<file path="src/rtl/sub_shift_rows_seq.sv">
// Iterative AES SubBytes + ShiftRows stage: LANES shared S-boxes per cycle, held output.
// Optional SUBSHIFT_INV_EN adds an 'inv' port selecting InvSubBytes + InvShiftRows.
module sub_shift_rows_seq #(
    parameter int unsigned LANES = 4
) (
    input  logic         clk,
    input  logic         rst,
    input  logic         in_valid,
    output logic         in_ready,
    input  logic [127:0] state_in,
    output logic         out_valid,
    input  logic         out_ready,
    output logic [127:0] state_out
`ifdef SUBSHIFT_INV_EN
    ,
    input  logic         inv
`endif
);

    localparam int unsigned NCYC  = 16 / LANES;
    localparam int unsigned CNT_W = (NCYC > 1) ? $clog2(NCYC) : 1;
    localparam logic [CNT_W-1:0] CNT_LAST = CNT_W'(NCYC - 1);

    typedef enum logic [1:0] {
        IDLE,
        SUB,
        DONE
    } state_t;

    state_t           state_q, state_d;
    logic [7:0]       w_q [16];
    logic [7:0]       w_d [16];
    logic [CNT_W-1:0] cnt_q, cnt_d;
    logic             accept;
    logic [3:0]       lane_idx [LANES];
    logic [7:0]       lane_out [LANES];
    logic [127:0]     shifted;
`ifdef SUBSHIFT_INV_EN
    logic             inv_q, inv_d;
`endif

    // GF(2^8) multiply modulo x^8 + x^4 + x^3 + x + 1
    function automatic logic [7:0] gf_mul(input logic [7:0] a, input logic [7:0] b);
        logic [7:0] p;
        logic [7:0] aa;
        p  = 8'h00;
        aa = a;
        for (int i = 0; i < 8; i++) begin
            if (b[i]) p = p ^ aa;
            aa = {aa[6:0], 1'b0} ^ (aa[7] ? 8'h1b : 8'h00);
        end
        return p;
    endfunction

    // Multiplicative inverse as x^254 (maps 0 to 0)
    function automatic logic [7:0] gf_inv(input logic [7:0] x);
        logic [7:0] sq;
        logic [7:0] r;
        sq = x;
        r  = 8'h01;
        for (int k = 1; k < 8; k++) begin
            sq = gf_mul(sq, sq);
            r  = gf_mul(r, sq);
        end
        return r;
    endfunction

    function automatic logic [7:0] sbox_fwd(input logic [7:0] x);
        logic [7:0] y;
        y = gf_inv(x);
        return y ^ {y[6:0], y[7]} ^ {y[5:0], y[7:6]} ^ {y[4:0], y[7:5]}
                 ^ {y[3:0], y[7:4]} ^ 8'h63;
    endfunction

`ifdef SUBSHIFT_INV_EN
    function automatic logic [7:0] sbox_inv(input logic [7:0] x);
        logic [7:0] y;
        y = {x[6:0], x[7]} ^ {x[4:0], x[7:5]} ^ {x[1:0], x[7:2]} ^ 8'h05;
        return gf_inv(y);
    endfunction
`endif

    // Source byte for output byte n (n = 4*col + row) under (Inv)ShiftRows
    function automatic logic [3:0] sr_src(input int unsigned n, input logic inv_sel);
        int unsigned c;
        int unsigned r;
        c = n / 4;
        r = n % 4;
        return inv_sel ? 4'(4 * ((c + 4 - r) % 4) + r) : 4'(4 * ((c + r) % 4) + r);
    endfunction

    assign in_ready = !rst && ((state_q == IDLE) || ((state_q == DONE) && out_ready));
    assign accept   = in_valid && in_ready;

    // Shared S-box bank: lane l handles byte cnt*LANES + l
    always_comb begin
        for (int unsigned l = 0; l < LANES; l++) begin
            lane_idx[l] = 4'(32'(cnt_q) * LANES + l);
`ifdef SUBSHIFT_INV_EN
            lane_out[l] = inv_q ? sbox_inv(w_q[lane_idx[l]]) : sbox_fwd(w_q[lane_idx[l]]);
`else
            lane_out[l] = sbox_fwd(w_q[lane_idx[l]]);
`endif
        end
    end

    always_comb begin
        state_d = state_q;
        cnt_d   = cnt_q;
        w_d     = w_q;
`ifdef SUBSHIFT_INV_EN
        inv_d   = inv_q;
`endif
        case (state_q)
            IDLE: ;
            SUB: begin
                for (int unsigned l = 0; l < LANES; l++) begin
                    w_d[lane_idx[l]] = lane_out[l];
                end
                if (cnt_q == CNT_LAST) begin
                    cnt_d   = '0;
                    state_d = DONE;
                end else begin
                    cnt_d = cnt_q + CNT_W'(1);
                end
            end
            DONE: begin
                if (out_ready) state_d = IDLE;
            end
            default: state_d = IDLE;
        endcase
        // Accept overrides: covers both IDLE and the back-to-back DONE handoff
        if (accept) begin
            for (int unsigned n = 0; n < 16; n++) begin
                w_d[4'(n)] = 8'(state_in >> (8 * (15 - n)));
            end
            cnt_d   = '0;
            state_d = SUB;
`ifdef SUBSHIFT_INV_EN
            inv_d   = inv;
`endif
        end
    end

    always_ff @(posedge clk) begin
        if (rst) begin
            state_q <= IDLE;
            cnt_q   <= '0;
            w_q     <= '{default: 8'h00};
`ifdef SUBSHIFT_INV_EN
            inv_q   <= 1'b0;
`endif
        end else begin
            state_q <= state_d;
            cnt_q   <= cnt_d;
            w_q     <= w_d;
`ifdef SUBSHIFT_INV_EN
            inv_q   <= inv_d;
`endif
        end
    end

    always_comb begin
        shifted = '0;
        for (int unsigned n = 0; n < 16; n++) begin
`ifdef SUBSHIFT_INV_EN
            shifted = {shifted[119:0], w_q[sr_src(n, inv_q)]};
`else
            shifted = {shifted[119:0], w_q[sr_src(n, 1'b0)]};
`endif
        end
    end

    assign out_valid = (state_q == DONE);
    assign state_out = out_valid ? shifted : '0;

endmodule

</file>
<file path="config.mk">
export PLATFORM = sky130hd
export DESIGN_NAME = sub_shift_rows_seq
export DESIGN_NICKNAME = d
export VERILOG_FILES = /design/src/rtl/sub_shift_rows_seq.sv
export SDC_FILE = /design/constraint.sdc
export NUM_CORES = 2
export LEC_CHECK = 0
export CAP_MARGIN = 20
export CORE_MARGIN = 2
export CORE_UTILIZATION = 47
export DETAILED_ROUTE_END_ITERATION = 16
export PLACE_DENSITY = 0.72
export SLEW_MARGIN = 20
export SYNTH_ARGS = -nofsm -noshare
export SYNTH_HDL_FRONTEND = slang
export SYNTH_SLANG_ARGS = --single-unit
</file>
<file path="constraint.sdc">
create_clock -name clk -period 43.6 [get_ports clk]
set_clock_uncertainty 0.1 [all_clocks]
set_input_delay 4.36 -clock clk [delete_from_list [all_inputs] [get_ports clk]]
set_output_delay 4.36 -clock clk [all_outputs]
set_load 0.1 [all_outputs]
</file>
==> metrics list <==
- The run finished with clean final reports.
* Proportion of netlist area held by the largest area contributor: 20.89%
- Endpoint required time on the critical path: 43840 ps
- In the synthesized netlist the dominant register cell turns out to be dfxtp_1.
- The worst setup path is captured at a flop.
* Final Cycle Share: 47.02%
- Number of vias per cell after detailed routing: 6.208
- Mapped Cells: 8446
- The synthesized design spends more area on one cell type than any other, namely xnor2_1.
- Total global-route track usage: 28.87%
- DRC errors left: 0
- After clock tree synthesis, the clock-pin slew on the worst setup and hold paths is 70 ps.
- The number of global-route vias before repair is 58448.
- Among cell families on the critical path, the largest total delay comes from XOR/XNOR gates.
- The die covers 140300 um^2.
- Across the run, the number of max-cap violations was 0.
- Pin count of the biggest net entering global routing: 124
- Die X-Extent: 374.6 um
- HPWL reported at the end of detailed placement: 156.4 mm
- Setup total negative slack on the finished layout was measured at 0 ps.
- Wire length per cell: 20.90 um
- The worst pin sits at a relative slew slack of 25.29%.
- The number of failing hold endpoints at the final stage was 0.
* Reg-to-reg setup timing slack: 23100 ps
- For this run the aggregate overflow at the end of global routing stands at 0.
- Cell count after placement: 10145
- Gates resized during post-CTS repair numbered 0.
- Setup repair after global routing missed its margin: no
* # Post-CTS Setup Buffers: 0
- Launch instance of the worst min-delay path: shifted[44]
* Layout cell share with drive strength beyond 1: 8.943%
- Setup violations remaining at the end of the flow were counted as 0.
- Violation count after the first detailed-routing iteration: 7964
- Ports placed on the boundary: 262
- Cell area after synthesis: 64560 um^2
* Final Instance Count excl. Fillers: 10192
- Arrival time worst endpoint: 20740 ps
- Wires add up to 213.0 mm.
- Delay of the slowest cell on the worst path: 860 ps
- Number of distinct standard cells referenced by the synthesized netlist: 138
* CTS tree: built
- In this run the worst path has a maximum fanout of 29.
- The H-tree was split into 4 levels.
- Share of the yosys chip area belonging to registers: 4.093%
- Ys Warns: 0
- For the worst flop-to-flop path, the logic depth is 60.
* Slew of the pin with the lowest slew margin: 1117 ps
- For this configuration, the core starts out at a cell density of 47.48%.
* Die Height: 374.6 um
- After floorplanning, the core was sized to cover 136000 um^2.
* Minimum clock period after layout: 20500 ps
- In this run, CTS created clock tree buffers numbering 17.
- Post-detailed-route count of antenna-violating nets: 0
- Clock tree synthesis found a total of 132 sinks.
* Gpl congestion: 0.9601
- The worst setup path is launched from a flop.
* Reg2reg start: cnt_q[0]
- The final max-slew violation count came to 0.
- Largest cells by area after synthesis: xnor2_1 (21%), xnor3_1 (11%), nor2_1 (7.0%)
- On the critical path, the stage with the largest delay is an instance of xor2_2.
- CTS Root Cell: clkbuf_16
* CTS Buffer Depth: 2
- Summing over every cut layer, the via total after detailed routing is 63273.
- Global-route wire length before repair: 333.2 mm
- The number of antenna violations at the first check in global routing was 21.
- For hold timing, the worst endpoint is shifted[44].
- CP dominant cell by count: xnor2_1
- Buf/Inv on CP: 5
- Clk Latency, worst-skew pair: 500 ps
- Async set-reset flop share out of synthesis: 0%
- Depth of the worst hold-timing path: 2
* Number of hold buffers added after cts: 0
* Synth Register Bits: 132
* Floorplan row count: 135
* R2R Path End: shifted[103]
- Area overhead of the layout relative to synthesis: 8.094%
- Max Fclk: 0.04878 GHz
- Path class of the lowest-slack min-delay path: reg -> reg
* Net count, final: 8549
- The critical path in this run is classified as reg -> reg.
* Mean Syn Cell Area: 7.643 um^2
- Post-synth EDFFs: 0
* Count of input and output buffers: 261
* Number of iterations in the first detailed-routing pass: 7
- Mapped Nets: 8610
## registers in the layout, indices dropped and copies added, names as in the netlist
signal and flops:
shifted 128, cnt_q 2, state_q 2
## how the worst max path moves through the flow
stage | from | endpoint | slack, ps | cells after the start
2_1_floorplan | cnt_q[0] | shifted[99] | 26530 | 68
3_3_place_gp | cnt_q[0] | shifted[71] | 24040 | 60
3_5_place_dp | cnt_q[0] | shifted[103] | 23430 | 59
4_1_cts | cnt_q[0] | shifted[103] | 23310 | 59
5_1_grt | cnt_q[0] | shifted[99] | 21710 | 60
6_report | cnt_q[0] | shifted[103] | 23100 | 60
## cells in the mapped netlist, types with 43 or more instances
cell / number
a221oi_1: 47
nor2b_1: 43
buf_2: 126
inv_1: 81
mux2i_1: 216
a31oi_1: 57
nor2_1: 1203
nand2_1: 856
xnor3_1: 318
a211oi_1: 79
clkbuf_1: 383
nor3_1: 201
dfxtp_1: 132
and2_1: 185
o22ai_1: 86
xor2_1: 426
o211ai_1: 92
nand3_1: 192
o21ai_0: 315
xnor2_1: 1540
xnor2_2: 112
o2bb2ai_1: 68
a21oi_1: 407
a22oi_1: 165
## layout make-up
cell class                 count  area, um^2
multi-input combinational   7609       59280
clock inverter                14       190.2
antenna                       13       32.53
clock buffer                  18       439.2
tap                         1781        2228
timing repair buffer         524        4588
sequential                   132        2648
inverter                     101       379.1
fill                       12800       66190
## kinds of logic after synthesis
family | Yosys count | share of synthesized area [%]
simple gates | 2940 | 20.04
mux | 300 | 5.477
compound gates | 1789 | 19.02
fa+ha+maj | 34 | 0.6512
buf+inv | 705 | 4.748
flops | 132 | 4.093
xor+xnor | 2546 | 45.97
## cells in the final DEF, fill, tap and decap left out, drive strengths merged, types with 35 or more instances in the layout
cell / instances
mux2i: 219
a221oi: 50
nor2: 1207
dfxtp: 132
nor3: 209
nand2b: 37
a22oi: 168
and2: 189
buf: 263
inv: 93
nor2b: 43
nand2: 858
o211ai: 94
xor3: 47
a211oi: 83
xor2: 465
mux4: 37
a21oi: 413
mux2: 44
a31oi: 58
xnor2: 1679
o21a: 35
clkdlybuf4s50: 260
nand3: 193
o32ai: 38
o22ai: 88
o21ai: 343
xnor3: 355
or3: 38
o2bb2ai: 68
## worst min-delay path, cell delays in order, from the launching register on
cell and delay (ps):
dfxtp_1 340, a221oi_1 80, nor2_1 80
## stage by stage
step | cell area [um^2] | hold WS (ps) | util (%) | setup WS, ps
floorplan | 64560 | 379.7 | - | 26530
global placement | 69060 | 405.8 | 50.79 | 24040
detailed placement | 69060 | 419.0 | 50.79 | 23430
CTS | 69690 | 433.6 | 51.25 | 23310
global route | 69780 | 461.1 | 51.32 | 21710
finish | 69780 | 435.8 | 51.32 | 23100
## layer usage
layer,part of all wire (%),vias to the layer above,wire [um],GRT usage (%)
met3,10,419,21640,4.641
met4,2.9,12,6187,9.350
met5,0.037,-,79,0
li1,-,29281,-,-
met1,43,30098,90750,40.74
met2,44,3463,94380,44.67
Power is left out: the tool's default activity adds up to more than one toggle a clock period on the data nets, which glitch-free logic cannot reach.
